**config.mk**
```make
export PLATFORM = sky130hd
export DESIGN_NAME = nx_axi4s_packer_flat
export DESIGN_NICKNAME = d
export VERILOG_FILES = /design/src/rtl/nx_axi4s_packer_if.sv /design/src/rtl/nx_axi4s_packer.sv /design/src/flat_wrapper.sv
export SDC_FILE = /design/constraint.sdc
export NUM_CORES = 1
export LEC_CHECK = 0
export CAP_MARGIN = 20
export CORE_MARGIN = 1.5
export CORE_UTILIZATION = 40
export CTS_CLUSTER_SIZE = 40
export DETAILED_ROUTE_END_ITERATION = 10
export PLACE_DENSITY = 0.62
export SETUP_SLACK_MARGIN = 0.5
export SKIP_CTS_REPAIR_TIMING = 1
export SYNTH_ARGS = -nofsm -noshare
export SYNTH_HDL_FRONTEND = slang
export SYNTH_SLANG_ARGS = --single-unit
```
**constraint.sdc**
```tcl
create_clock -name clk_i -period 4.9 [get_ports clk_i]
set_clock_uncertainty 0.05 [all_clocks]
set_input_delay 0.735 -clock clk_i [delete_from_list [all_inputs] [get_ports clk_i]]
set_output_delay 0.735 -clock clk_i [all_outputs]
set_load 0.1 [all_outputs]
```
**src/rtl/nx_axi4s_packer_if.sv**
```systemverilog
// nx_axi4s_packer_if
//   Bundles the Nexus outbound message port, the flush request and the
//   AXI4-stream egress of the packer into one connection.
//   master : packer side (accepts messages, drives the AXI4-stream beat)
//   slave  : surrounding logic (offers messages, sinks the beat)
//   Signals:
//     ib_nx_data_i[30:0], ib_nx_valid_i, ib_nx_ready_o  Nexus message handshake
//     flush_i                                           flush pulse
//     ob_axi4s_tdata_o/tkeep_o/tlast_o/tvalid_o, ob_axi4s_tready_i  egress
//     idle_o                                            packer empty
interface nx_axi4s_packer_if #(
  parameter int AXI4_DATA_WIDTH = 128,
  parameter int AXI4_STRB_WIDTH = AXI4_DATA_WIDTH / 8
);
  logic [30:0]                ib_nx_data_i;
  logic                       ib_nx_valid_i;
  logic                       ib_nx_ready_o;
  logic                       flush_i;
  logic [AXI4_DATA_WIDTH-1:0] ob_axi4s_tdata_o;
  logic [AXI4_STRB_WIDTH-1:0] ob_axi4s_tkeep_o;
  logic                       ob_axi4s_tlast_o;
  logic                       ob_axi4s_tvalid_o;
  logic                       ob_axi4s_tready_i;
  logic                       idle_o;

  modport master (
    input  ib_nx_data_i, ib_nx_valid_i, flush_i, ob_axi4s_tready_i,
    output ib_nx_ready_o, ob_axi4s_tdata_o, ob_axi4s_tkeep_o,
           ob_axi4s_tlast_o, ob_axi4s_tvalid_o, idle_o
  );

  modport slave (
    output ib_nx_data_i, ib_nx_valid_i, flush_i, ob_axi4s_tready_i,
    input  ib_nx_ready_o, ob_axi4s_tdata_o, ob_axi4s_tkeep_o,
           ob_axi4s_tlast_o, ob_axi4s_tvalid_o, idle_o
  );
endinterface

```
**src/rtl/nx_axi4s_packer.sv**
```systemverilog
// nx_axi4s_packer
//   Packs 31-bit Nexus outbound messages into AXI4-stream beats of SLOTS
//   32-bit slots (message in bits 30:0 of a slot, bit 31 zero). A partial
//   beat leaves early on an idle timeout or a flush request; bursts are
//   closed with TLAST on timeout/flush or after MAX_BURST beats.
//   Ports:
//     clk_i   clock, rising edge
//     rstn_i  asynchronous active-low reset
//     bus     nx_axi4s_packer_if.master (message in, flush, AXI4-stream out, idle)
module nx_axi4s_packer #(
  parameter int AXI4_DATA_WIDTH = 128,
  parameter int AXI4_STRB_WIDTH = AXI4_DATA_WIDTH / 8,
  parameter int SLOTS           = AXI4_DATA_WIDTH / 32,
  parameter int FLUSH_CYCLES    = 16,
  parameter int MAX_BURST       = 16
) (
  input logic                clk_i,
  input logic                rstn_i,
  nx_axi4s_packer_if.master  bus
);

  localparam int FILL_W = $clog2(SLOTS + 1);
  localparam int SLOT_W = (SLOTS > 1) ? $clog2(SLOTS) : 1;

  localparam logic [FILL_W-1:0] FILL_FULL  = FILL_W'(SLOTS);
  localparam logic [FILL_W-1:0] FILL_ONE   = FILL_W'(1);
  localparam logic [7:0]        FLUSH_THR  = 8'(FLUSH_CYCLES);
  localparam logic [7:0]        BURST_LAST = 8'(MAX_BURST - 1);

  function automatic logic [7:0] sat_inc8(input logic [7:0] v);
    return (v == 8'hFF) ? v : v + 8'd1;
  endfunction

  function automatic logic [AXI4_DATA_WIDTH-1:0] pack_slots(
    input logic [SLOTS-1:0][30:0] s
  );
    logic [AXI4_DATA_WIDTH-1:0] r;
    r = '0;
    for (int i = 0; i < SLOTS; i++) begin
      r[32*i +: 32] = {1'b0, s[i]};
    end
    return r;
  endfunction

  function automatic logic [AXI4_STRB_WIDTH-1:0] keep_for_fill(
    input logic [FILL_W-1:0] f
  );
    logic [AXI4_STRB_WIDTH-1:0] r;
    r = '0;
    for (int i = 0; i < SLOTS; i++) begin
      r[4*i +: 4] = (FILL_W'(i) < f) ? 4'hF : 4'h0;
    end
    return r;
  endfunction

  logic [SLOTS-1:0][30:0]     acc_p0;
  logic [FILL_W-1:0]          fill_p0;
  logic [7:0]                 idle_cnt;
  logic [7:0]                 burst_cnt;
  logic                       flush_pend;

  logic                       vld_p1;
  logic [AXI4_DATA_WIDTH-1:0] data_p1;
  logic [AXI4_STRB_WIDTH-1:0] keep_p1;
  logic                       last_p1;

  logic out_free;
  logic timeout;
  logic has_data;
  logic full;
  logic emit_req;
  logic xfer;
  logic last_next;
  logic in_ready;
  logic accept;

  always_comb begin
    out_free  = !vld_p1 | bus.ob_axi4s_tready_i;
    timeout   = idle_cnt >= FLUSH_THR;
    has_data  = fill_p0 != '0;
    full      = fill_p0 == FILL_FULL;
    emit_req  = full | (has_data & (timeout | flush_pend));
    xfer      = emit_req & out_free;
    // A flush landing in the same cycle as a full emission closes the burst
    // on that beat rather than being left pending on an empty accumulator.
    last_next = timeout | flush_pend | bus.flush_i | (burst_cnt == BURST_LAST);
    // A message offered in a transfer cycle lands in slot 0 of the fresh
    // accumulator, so a full accumulator still accepts while it drains.
    in_ready  = rstn_i & (!full | xfer);
    accept    = bus.ib_nx_valid_i & in_ready;
  end

  // ---- stage p0: message accumulator and burst control ----
  always_ff @(posedge clk_i or negedge rstn_i) begin
    if (!rstn_i) begin
      acc_p0     <= '0;
      fill_p0    <= '0;
      idle_cnt   <= '0;
      burst_cnt  <= '0;
      flush_pend <= 1'b0;
    end else begin
      if (xfer) begin
        // Clearing on departure keeps unfilled slots zero in the next beat.
        acc_p0 <= '0;
        if (accept) begin
          acc_p0[0] <= bus.ib_nx_data_i;
        end
        fill_p0 <= accept ? FILL_ONE : '0;
      end else if (accept) begin
        acc_p0[fill_p0[SLOT_W-1:0]] <= bus.ib_nx_data_i;
        fill_p0 <= fill_p0 + FILL_ONE;
      end

      if (accept || !has_data) begin
        idle_cnt <= '0;
      end else begin
        idle_cnt <= sat_inc8(idle_cnt);
      end

      if (xfer) begin
        flush_pend <= 1'b0;
      end else if (bus.flush_i && has_data) begin
        flush_pend <= 1'b1;
      end

      if (xfer) begin
        burst_cnt <= last_next ? 8'd0 : burst_cnt + 8'd1;
      end
    end
  end

  // ---- stage p1: registered AXI4-stream output ----
  always_ff @(posedge clk_i or negedge rstn_i) begin
    if (!rstn_i) begin
      vld_p1  <= 1'b0;
      data_p1 <= '0;
      keep_p1 <= '0;
      last_p1 <= 1'b0;
    end else if (xfer) begin
      vld_p1  <= 1'b1;
      data_p1 <= pack_slots(acc_p0);
      keep_p1 <= keep_for_fill(fill_p0);
      last_p1 <= last_next;
    end else if (bus.ob_axi4s_tready_i) begin
      vld_p1  <= 1'b0;
    end
  end

  assign bus.ib_nx_ready_o     = in_ready;
  assign bus.ob_axi4s_tvalid_o = vld_p1;
  assign bus.ob_axi4s_tdata_o  = data_p1;
  assign bus.ob_axi4s_tkeep_o  = keep_p1;
  assign bus.ob_axi4s_tlast_o  = last_p1;
  assign bus.idle_o            = !has_data & !vld_p1;

endmodule

```
**src/flat_wrapper.sv**
```systemverilog
// flat-port wrapper written by rule: the top's interface ports become plain ports
module nx_axi4s_packer_flat 
#(
  parameter int AXI4_DATA_WIDTH = 128,
  parameter int AXI4_STRB_WIDTH = AXI4_DATA_WIDTH / 8,
  parameter int SLOTS           = AXI4_DATA_WIDTH / 32,
  parameter int FLUSH_CYCLES    = 16,
  parameter int MAX_BURST       = 16
)
  (clk_i, rstn_i, bus_ib_nx_data_i, bus_ib_nx_valid_i, bus_flush_i, bus_ob_axi4s_tready_i, bus_ib_nx_ready_o, bus_ob_axi4s_tdata_o, bus_ob_axi4s_tkeep_o, bus_ob_axi4s_tlast_o, bus_ob_axi4s_tvalid_o, bus_idle_o);
  nx_axi4s_packer_if #(.AXI4_DATA_WIDTH(AXI4_DATA_WIDTH), .AXI4_STRB_WIDTH(AXI4_STRB_WIDTH)) bus_i ();
  input logic clk_i;
  input logic rstn_i;
  input wire logic [$bits(bus_i.ib_nx_data_i)-1:0] bus_ib_nx_data_i;
  input wire logic [$bits(bus_i.ib_nx_valid_i)-1:0] bus_ib_nx_valid_i;
  input wire logic [$bits(bus_i.flush_i)-1:0] bus_flush_i;
  input wire logic [$bits(bus_i.ob_axi4s_tready_i)-1:0] bus_ob_axi4s_tready_i;
  output wire logic [$bits(bus_i.ib_nx_ready_o)-1:0] bus_ib_nx_ready_o;
  output wire logic [$bits(bus_i.ob_axi4s_tdata_o)-1:0] bus_ob_axi4s_tdata_o;
  output wire logic [$bits(bus_i.ob_axi4s_tkeep_o)-1:0] bus_ob_axi4s_tkeep_o;
  output wire logic [$bits(bus_i.ob_axi4s_tlast_o)-1:0] bus_ob_axi4s_tlast_o;
  output wire logic [$bits(bus_i.ob_axi4s_tvalid_o)-1:0] bus_ob_axi4s_tvalid_o;
  output wire logic [$bits(bus_i.idle_o)-1:0] bus_idle_o;
  assign bus_i.ib_nx_data_i = bus_ib_nx_data_i;
  assign bus_i.ib_nx_valid_i = bus_ib_nx_valid_i;
  assign bus_i.flush_i = bus_flush_i;
  assign bus_i.ob_axi4s_tready_i = bus_ob_axi4s_tready_i;
  assign bus_ib_nx_ready_o = bus_i.ib_nx_ready_o;
  assign bus_ob_axi4s_tdata_o = bus_i.ob_axi4s_tdata_o;
  assign bus_ob_axi4s_tkeep_o = bus_i.ob_axi4s_tkeep_o;
  assign bus_ob_axi4s_tlast_o = bus_i.ob_axi4s_tlast_o;
  assign bus_ob_axi4s_tvalid_o = bus_i.ob_axi4s_tvalid_o;
  assign bus_idle_o = bus_i.idle_o;
  nx_axi4s_packer #(.AXI4_DATA_WIDTH(AXI4_DATA_WIDTH), .AXI4_STRB_WIDTH(AXI4_STRB_WIDTH), .SLOTS(SLOTS), .FLUSH_CYCLES(FLUSH_CYCLES), .MAX_BURST(MAX_BURST)) u_core (.clk_i(clk_i), .rstn_i(rstn_i), .bus(bus_i));
endmodule
```
==> results by stage <==
Floorplan:
- The number of cell rows is 60.
- After floorplanning, the core was sized to cover 0.0271 mm^2.
- The horizontal die dimension is 170 um.
- In this run the count of I/O pins placed on the die edge is 184.
- The die covers 0.0288 mm^2.
- The initial utilization of the core area, before any placement, comes to 41.0%.
- The die is 170 um tall.

Critical path:
- The endpoint of the lowest-slack register-to-register path is u_core.burst_cnt[5].
- The critical register-to-register path startpoint is u_core.fill_p0[0].
- The element type at the critical path start is a flip-flop.
- The setup path with the least slack is of type reg2out.
- The beginning of the critical path is u_core.fill_p0[0].
- In this run the worst path has a maximum fanout of 8.
- Following the worst setup path forward leads to its endpoint at bus_ib_nx_ready_o.
- STA classifies the critical path endpoint as an output pin.
- The required time reported for the critical path endpoint is 4.12 ns.
- For the worst setup path, the data arrival time is 2.93 ns.
- Measured in cells, the most critical reg-to-reg path has a length of 6.
- The reg2reg setup slack is 2.11 ns.

Clock tree:
- The clock tree root driver cell is sky130_fd_sc_hd__clkbuf_16.
- In this run the number of H-tree levels came out at 1.
- Counting along the longest clock path gives a buffer depth of 3.
- The CTS tree is yes.
- The clock-pin slew of the registers on the worst-case setup and hold paths is 0.06 ns.
- The number of clock buffers inserted by TritonCTS is 30.
- The number of sinks handled by clock tree synthesis is 274.
- For the worst-skew pair, the clock arrives at the later sink with an insertion delay of 0.55 ns.

Detailed routing:
- Wires add up to 29600 um.
- The number of iterations in the first detailed-routing pass is 5.
- After the first detailed-routing iteration, the DRC count stood at 734.
- The overall via count from detail_route is 8441.
- The average wire length per cell after detail routing is 17.3 um.
- After detailed routing, the number of remaining DRC violations is 0.
- After detailed routing, the number of vias per cell comes to 4.93.
- The count of nets left with antenna violations once routing finished came out at 0.

Layout:
- The final layout contains 1359 nets.
- Leaving out fill and tap cells, the most frequent cell in the layout is sky130_fd_sc_hd__nand2_1.
- The number of fill cells in the layout is 2525.
- The diode insertion count for antenna repair is 0.
- The area added between synthesis and finish is 26.3%.
- Of the cells placed in the final design, the portion with a size suffix greater than 1 is 6.95%.
- The top cell types in the final layout, fill and taps aside, are sky130_fd_sc_hd__nand2_1 (581), sky130_fd_sc_hd__dfrtp_1 (274), sky130_fd_sc_hd__clkdlybuf4s50_1 (178).

Logic synthesis:
- The portion of synthesized cell area occupied by the leading cell type is 61.7%.
- The number of standard cells after synthesis is 1171.
- After synthesis, the share of flip-flops with an asynchronous set or reset is 100%.
- After synthesis, the netlist uses 45 different library cells.
- The number of enable-type register cells in the synthesized netlist is 0.
- Of the synthesized area, sequential elements account for 61.7%.
- The top flip-flop cell by instance count after synthesis is sky130_fd_sc_hd__dfrtp_1.
- The average footprint of a synthesized cell is 9.49 um^2.
- Of all cell types, the one taking the most synthesized area is sky130_fd_sc_hd__dfrtp_1.
- The number of warning messages in the yosys log is 0.
- Counting flops and latches in the post-synthesis netlist gives 274.
- In this run the cell area of the synthesized design comes to 0.0111 mm^2.
- By area the synthesized netlist is led by sky130_fd_sc_hd__dfrtp_1 (62%), sky130_fd_sc_hd__nand2_1 (20%), sky130_fd_sc_hd__a21oi_1 (3.4%).

Place:
- The post-DP HPWL is 18500 um.
- Routability-driven placement finished with a final weighted congestion of 0.760.
- Buffers placed on the I/O ports in this run total 179.

Timing:
- Setup repair after global routing left no endpoint under its margin.
- Measured against its own limit, the worst slew margin works out to 25.8%.
- Adding up every negative setup slack in the final design gives 0 ns.
- Of the available clock period, the critical path in the final layout requires 75.7%.
- The count of final max-slew check failures was 0.
- The clock period minus worst slack is 3.71 ns.
- Setup violations remaining at the end of the flow were counted as 0.
- The transition at the pin with the smallest max-transition slack is 1.11 ns.
- The total count of hold-check failures in the final report is 0.
- Based on the critical path, the design can be clocked at up to 0.269 GHz.

Global routing:
- The number of global-route vias before repair is 8263.
- Global routing finished with a remaining overflow of 0.
- Global routing used 20.9% of the available tracks.
- The initial antenna violation count is 0.
- The wire length of the first global-routing pass is 46600 um.
- The maximum number of pins on one net before global-route repair is 139.

Worst hold path:
- The min-delay analysis places its worst path in the category in2async.

Outcome:
- The flow ran to the end, and the final reports show no timing, DRC or antenna violations.

Run:
- Max-cap violations in this run came to 0.
## layer usage
| layer | GRT usage (%) | up-vias | wire length [um] |
|---|---|---|---|
| met2 | 34.0 | 210 | 14000 |
| met4 | 5.73 | 0 | 612 |
| met5 | 0 | - | 0 |
| met1 | 29.0 | 4174 | 13500 |
| met3 | 3.26 | 40 | 1550 |
| li1 | - | 4017 | - |
## through the flow
stage / setup slack [ns] / instances / utilization (%) / instance area, um^2 / hold WS (ns)
floorplan: 1.93 / 1174 / - / 11100 / 0.387
global placement: 1.36 / 1656 / 48.0 / 13000 / 0.398
detailed placement: 1.33 / 1656 / 48.0 / 13000 / 0.398
CTS: 1.16 / 1711 / 51.8 / 14000 / 0.0903
global route: 1.05 / 1711 / 51.8 / 14000 / 0.112
finish: 1.19 / 1711 / 51.8 / 14000 / 0.0911
## synthesized netlist by cell type (7+ instances only)
master                     number
sky130_fd_sc_hd__nor2_1        16
sky130_fd_sc_hd__buf_4         16
sky130_fd_sc_hd__a21oi_2       23
sky130_fd_sc_hd__clkbuf_1      31
sky130_fd_sc_hd__ha_1           7
sky130_fd_sc_hd__a22o_1        31
sky130_fd_sc_hd__nand2_1      581
sky130_fd_sc_hd__o21ai_0       10
sky130_fd_sc_hd__dfrtp_1      274
sky130_fd_sc_hd__a21oi_1       75
sky130_fd_sc_hd__inv_1          8
sky130_fd_sc_hd__buf_6         19
sky130_fd_sc_hd__buf_2         17
## cells by family after synthesis
logic type	Yosys count	synth area share (%)
AOI/OAI and AO/OA	161	9.69
xor gates and xnor gates	4	0.315
adders and majority gates	7	0.788
buffers and inverters	91	5.09
DFF	274	61.7
muxes	2	0.180
other	1	0.0337
and+or+nand+nor	631	22.2
## state kept, by name, indices dropped and copies added (netlist names)
name	cells
u_core.bus.ob_axi4s_tdata_o	124
u_core.fill_p0	3
u_core.burst_cnt	8
u_core.idle_cnt	8
u_core.bus.ob_axi4s_tvalid_o	1
u_core.flush_pend	1
u_core.acc_p0	124
u_core.bus.ob_axi4s_tkeep_o	4
u_core.bus.ob_axi4s_tlast_o	1
## layout make-up
type | instances | area, um^2 | share of cell area, %
inverters | 8 | 30.0 | 0.214
flip-flops and latches | 274 | 6860 | 48.8
repair buffers | 193 | 1930 | 13.7
clock buffers | 46 | 922 | 6.57
multi-input cells | 809 | 3730 | 26.6
well taps | 372 | 465 | 3.32
clock inverters | 9 | 109 | 0.775
## how the worst min path moves through the flow
stage / from / endpoint / cells past startpoint
floorplan: rstn_i / u_core.acc_p0[0] / 0
global placement: u_core.acc_p0[66] / u_core.bus.ob_axi4s_tdata_o[68] / 2
detailed placement: u_core.acc_p0[54] / u_core.bus.ob_axi4s_tdata_o[55] / 2
CTS: rstn_i / u_core.idle_cnt[7] / 1
global route: rstn_i / u_core.idle_cnt[7] / 1
finish: rstn_i / u_core.idle_cnt[7] / 1
## worst max-delay path: stages, from the launching register on
cell and delay, ns:
sky130_fd_sc_hd__dfrtp_1 0.41, sky130_fd_sc_hd__inv_1 0.11, sky130_fd_sc_hd__ha_1 0.29, sky130_fd_sc_hd__nand4b_1 0.28
sky130_fd_sc_hd__and2_1 0.17, sky130_fd_sc_hd__clkdlybuf4s50_1 1.12
Power is left out: the tool's default activity adds up to more than one toggle a clock period on the data nets, which glitch-free logic cannot reach.
